File: src/rtl/fpu_pkg.sv
// Shared FPU definitions: binary32 field widths, bias and the
// stage bundles of the integer-to-float pipeline.
package fpu_pkg;

    localparam int FP_EXP_W = 8;
    localparam int FP_MAN_W = 23;
    localparam int FP_BIAS  = 127;

    // Exponent of a value whose hidden one sits at integer bit 31.
    localparam int INT2F_EXP_BASE = FP_BIAS + 31;

    typedef struct packed {
        logic                sign;
        logic [FP_EXP_W-1:0] exp;
        logic [FP_MAN_W-1:0] man;
    } fp32_t;

    typedef struct packed {
        logic        sign;
        logic [31:0] mag;
    } i2f_s1_t;

    typedef struct packed {
        logic                sign;
        logic                zero;
        logic [FP_EXP_W-1:0] exp;
        logic [30:0]         norm;
    } i2f_s2_t;

endpackage

File: src/rtl/itof_pipe_lzc32.sv
// Combinational leading-zero counter for a 32-bit word.
// Returns 32 for an all-zero input.
module lzc32 (
    input  logic [31:0] in,
    output logic [5:0]  cnt
);

    always_comb begin
        cnt = 6'd32;
        for (int i = 0; i < 32; i++) begin
            if (in[i]) begin
                cnt = 6'(31 - i);
            end
        end
    end

endmodule

File: src/rtl/itof_pipe.sv
// Three-stage signed int32 to binary32 converter with
// valid/ready handshakes on both sides.
import fpu_pkg::*;

module itof_pipe #(
    parameter int TIES_EVEN = 1
) (
    input  logic        clk,
    input  logic        rst,
    input  logic        in_valid,
    output logic        in_ready,
    input  logic [31:0] s,
    output logic        out_valid,
    input  logic        out_ready,
    output logic [31:0] d
);

    logic v1_q;
    logic v2_q;
    logic v3_q;
    logic load1;
    logic load2;
    logic load3;

    i2f_s1_t s1_q;
    i2f_s1_t s1_d;
    i2f_s2_t s2_q;
    i2f_s2_t s2_d;
    fp32_t   d_q;
    fp32_t   d_d;

    logic [5:0]          lz;
    logic [FP_MAN_W-1:0] man;
    logic [FP_MAN_W-1:0] man_r;
    logic                guard;
    logic                sticky;
    logic                rnd_up;
    logic                carry;

    // A stage refills when empty or when its content moves on.
    assign load3     = ~v3_q | out_ready;
    assign load2     = ~v2_q | load3;
    assign load1     = ~v1_q | load2;
    assign in_ready  = load1;
    assign out_valid = v3_q;
    assign d         = d_q;

    always_comb begin
        s1_d      = '0;
        s1_d.sign = s[31];
        s1_d.mag  = s[31] ? -s : s;
    end

    lzc32 u_lzc (
        .in  (s1_q.mag),
        .cnt (lz)
    );

    always_comb begin
        s2_d      = '0;
        s2_d.sign = s1_q.sign;
        s2_d.zero = (s1_q.mag == 32'd0);
        s2_d.exp  = 8'(INT2F_EXP_BASE) - {2'b00, lz};
        s2_d.norm = 31'(s1_q.mag << lz);
    end

    always_comb begin
        man    = s2_q.norm[30:8];
        guard  = s2_q.norm[7];
        sticky = |s2_q.norm[6:0];
        if (TIES_EVEN != 0) begin
            rnd_up = guard & (sticky | man[0]);
        end else begin
            rnd_up = guard;
        end
        {carry, man_r} = {1'b0, man} + 24'(rnd_up);
        d_d = '0;
        if (!s2_q.zero) begin
            d_d.sign = s2_q.sign;
            d_d.exp  = s2_q.exp + 8'(carry);
            d_d.man  = man_r;
        end
    end

    always_ff @(posedge clk) begin
        if (rst) begin
            v1_q <= 1'b0;
            v2_q <= 1'b0;
            v3_q <= 1'b0;
            d_q  <= '0;
        end else begin
            if (load1) v1_q <= in_valid;
            if (load2) v2_q <= v1_q;
            if (load3) v3_q <= v2_q;
            if (load3 && v2_q) d_q <= d_d;
        end
    end

    always_ff @(posedge clk) begin
        if (load1 && in_valid) s1_q <= s1_d;
        if (load2 && v1_q) s2_q <= s2_d;
    end

endmodule

File: config.mk
export PLATFORM = sky130hd
export DESIGN_NAME = itof_pipe
export DESIGN_NICKNAME = d
export VERILOG_FILES = /design/src/rtl/fpu_pkg.sv /design/src/rtl/itof_pipe_lzc32.sv /design/src/rtl/itof_pipe.sv
export SDC_FILE = /design/constraint.sdc
export NUM_CORES = 1
export LEC_CHECK = 0
export BUFFER_PORTS_ARGS = -buffer_cell sky130_fd_sc_hd__buf_2
export CORE_MARGIN = 2
export CORE_UTILIZATION = 39
export DETAILED_ROUTE_END_ITERATION = 8
export GPL_ROUTABILITY_DRIVEN = 0
export PLACE_DENSITY_LB_ADDON = 0.12
export SETUP_SLACK_MARGIN = 0.15
export SLEW_MARGIN = 20
export SYNTH_ARGS = -nofsm -noshare
export SYNTH_HDL_FRONTEND = slang
export SYNTH_HIERARCHICAL = 1
export SYNTH_SLANG_ARGS = --single-unit
File: constraint.sdc
create_clock -name clk -period 6.8 [get_ports clk]
set_input_delay 0.68 -clock clk [delete_from_list [all_inputs] [get_ports clk]]
set_output_delay 0.68 -clock clk [all_outputs]
set_load 0.02 [all_outputs]
==> results.md <==
## Synth
* 7.62% — XOR/XNOR share of the synthesized area
* 14.1% — mux cell area share after synthesis
* edfxtp_1 — most frequently used cell type in the post-synthesis netlist
* edfxtp_1 — Synth area leader
* 695 — Post-Synthesis Cells
* 74 — number of enable flip-flop cells after synthesis
* 0.00690 mm2 — post-synthesis instance area
* 6 — Synthesis Warnings
* 42.4% — sequential element share of the synthesized area
* 32.2% — fraction of post-synthesis cell area in the top cell type by area
* 18.9% — simple-gate area share of the yosys netlist
* 0.907% — post-synthesis share of cell area spent on full adders, half adders and majority gates
* 61 — post-synth cell types
* edfxtp_1 (74), nand2_1 (67), nor2_1 (64) — top cell types by occurrence after synthesis
* 109 — Synth Register Bits
* 9.93 um2 — synthesized area per cell
* edfxtp_1 (32%), dfxtp_1 (10%), mux4_2 (7.5%) — Synth area leaders
* simple AND/OR/NAND/NOR gates — dominant combinational cell family by area after synthesis
* 736 — net count of the mapped netlist
* 13.3% — share of the synthesized area in compound gates (AO/OA/AOI/OAI)
* 0% — FFs w/ async S/R, synth
* edfxtp_1 — top_reg_cell synth

## Setup path
* 3900 ps — Crit path arrival time
* flop — sort of element at the start of the critical path
* flop — Critical Path End Type
* 49 — maximum fanout along the worst path
* 6870 ps — data required time of the critical path
* 1 — number of buffers and inverters on the critical path
* flop to flop — Setup Crit Path Kind
* mux4_2 — slowest CP cell
* 590 ps — Largest stage delay, worst path
* o21ai_0 — library cell appearing most often on the critical path
* compound AO/OA/AOI/OAI gates — gate family responsible for the most delay along the worst path
* nor3b_1, nor3_1, o31ai_1, o2111ai_1, a221oi_4, buf_4, mux4_2, mux2_2, o21ai_0, o21ai_0 — critical-path cell list

## Global route
* 32.3% — met2 Usage GRT
* 27500 um — wire length of the first global-routing pass
* 0 — total global routing overflow
* 19.1% — Total Routing Usage GR
* 5283 — vias in the first global route
* 3.11% — met3 layer usage reported by global route
* met2 — busiest layer in global routing
* 57 — pin count of the biggest net entering global routing
* 24.7% — M1 GR Usage
* 0 — number of antenna violations at the first check in global routing

## CTS
* 360 ps — clock insertion delay at the later pin of the skew report
* 0 — number of buffers inserted by hold repair at cts
* clkbuf_16 — root buffer cell
* 9 — cts bufs inserted
* 0 — buffers inserted during post-CTS setup optimization
* 2 — maximum buffer depth of the clock tree
* 3 — htree depth
* 70 ps — Clk pin slew, worst setup/hold paths
* 0 — count of instances resized after the clock tree is built
* 109 — clock tree sinks
* done — clock tree from TritonCTS

## Detailed routing
* 17.6 um — average wire per standard cell
* 17200 um — total wire length
* 0 — number of nets still failing antenna checks after routing
* 0 — post-detailed-route DRC marker count
* 5.73 — vias per cell
* 5 — router iterations before antenna repair
* 5578 — via count of the routed design
* 400 — 1st-iter DRT viols

## Die
* 48 — number of rows in the core area
* 137 um — chip height
* 0.0173 mm2 — placeable core region
* 137 um — die span in x
* 39.9% — Initial Util
* 70 — top-level port count
* 0.0188 mm2 — Die Area

## STA
* 0 — final setup vio count
* 3830 ps — fin crit period
* 0 — Hold Vio Cnt, Final
* 1160 ps — transition time of the tightest slew-check pin
* 0 ps — Setup TNS
* 261 MHz — highest attainable clock frequency
* false — RSZ-0062 raised after global routing
* 21.8% — worst slew margin relative to its limit
* 6.59 ps — Clock Skew
* 56.3% — ratio of final minimum period to clock period
* 0 — count of pins over their slew limit
* 2970 ps — setup slack after layout

## Final layout
* 0.00292 mm2 — sequential cell area
* 785 — final net count
* 19.2% — fraction of layout cells with a size suffix above 1
* 12.9% — Layout area overhead
* 1691 — Filler Cell Count
* 0 — antenna cells
* 0.00385 mm2 — multi-input gate area in the final layout

## Pwr
* 0.122 mV — worst ir drop on vdd
* 221 mW/mm2 — total power per unit cell area
* 1.72 mW — overall power of the completed layout
* 2.66 nW — leakage power total

## Flow run
* 0 — max-cap violation count

## Placed design
* 12700 um — HPWL after detailed placement
* 69 — Port-buffer cells
* 2870 ps — post-placement worst setup slack

## Worst hold path
* flop to flop — type of the tightest min-delay check

## Run status
* finished clean — result of the run

## metrics by stage
stage / instances / cell area [um2] / hold slack [ps] / util [%]
3_3_place_gp: 958 / 7500 / 408 / 43.3
4_1_cts: 974 / 7790 / 437 / 45.0
6_report: 974 / 7790 / 432 / 45.1
2_1_floorplan: 695 / 6900 / 400 / -
3_5_place_dp: 958 / 7500 / 420 / 43.3
5_1_grt: 974 / 7790 / 451 / 45.1
## metal layers
metal	routed length (um)	up-vias	share of wire, %
met5	0	-	0
met4	342	0	2.0
met3	914	25	5.3
met2	8420	184	49
met1	7510	2652	44
li1	-	2717	-
## power by group
part | leakage [nW] | internal [mW] | switching [mW]
clock network | 0.145 | 0.281 | 0.230
registers | 0.975 | 0.771 | 0.0689
logic | 1.54 | 0.169 | 0.200
## path summary, 6_finish.rpt
path	depth (start not counted)	slack (ps)	start	endpoint
max	10	2970	s1_q[3]	man[22]
min	0	430	s1_q[32]	s2_q[40]
max reg2reg	10	2970	s1_q[3]	man[22]
min reg2reg	0	430	s1_q[32]	s2_q[40]
## placed cells by master (no fill, tap or decap), types with 31 or more instances in the layout
| cell | instances |
|---|---|
| mux2i_1 | 31 |
| xnor2_1 | 51 |
| edfxtp_1 | 74 |
| buf_2 | 69 |
| nand2_1 | 67 |
| nor2_1 | 64 |
| o21ai_0 | 45 |
| dfxtp_1 | 35 |
| a21oi_1 | 31 |
## worst register-to-register path: cells and delay by family, from the launching register on
kind / cells / cell delay [ps]
AOI/OAI and AO/OA: 5 / 1230
buffers and inverters: 1 / 560
muxes: 2 / 890
and+or+nand+nor: 2 / 340
DFF: 1 / 530
## area by class of cell
| type | count | area share (%) |
|---|---|---|
| repair buffers | 75 | 5.01 |
| flip-flops and latches | 109 | 37.5 |
| clock buffers | 13 | 3.48 |
| clock inverters | 3 | 0.241 |
| inverters | 15 | 0.722 |
| multi-input cells | 534 | 49.4 |
| well taps | 225 | 3.61 |
## cell families after synthesis
family | after synthesis
buffers and inverters | 52
DFF | 109
AOI/OAI and AO/OA | 143
adders and majority gates | 5
muxes | 67
xor gates and xnor gates | 60
and+or+nand+nor | 259
## registers in the layout, summed over array words and instances (netlist names)
| register | count |
|---|---|
| s1_q | 33 |
| v2_q | 1 |
| out_valid | 1 |
| v1_q | 1 |
| d | 32 |
| man | 23 |
| s2_q | 17 |
| guard | 1 |
Power figures use the tool's default switching activity.
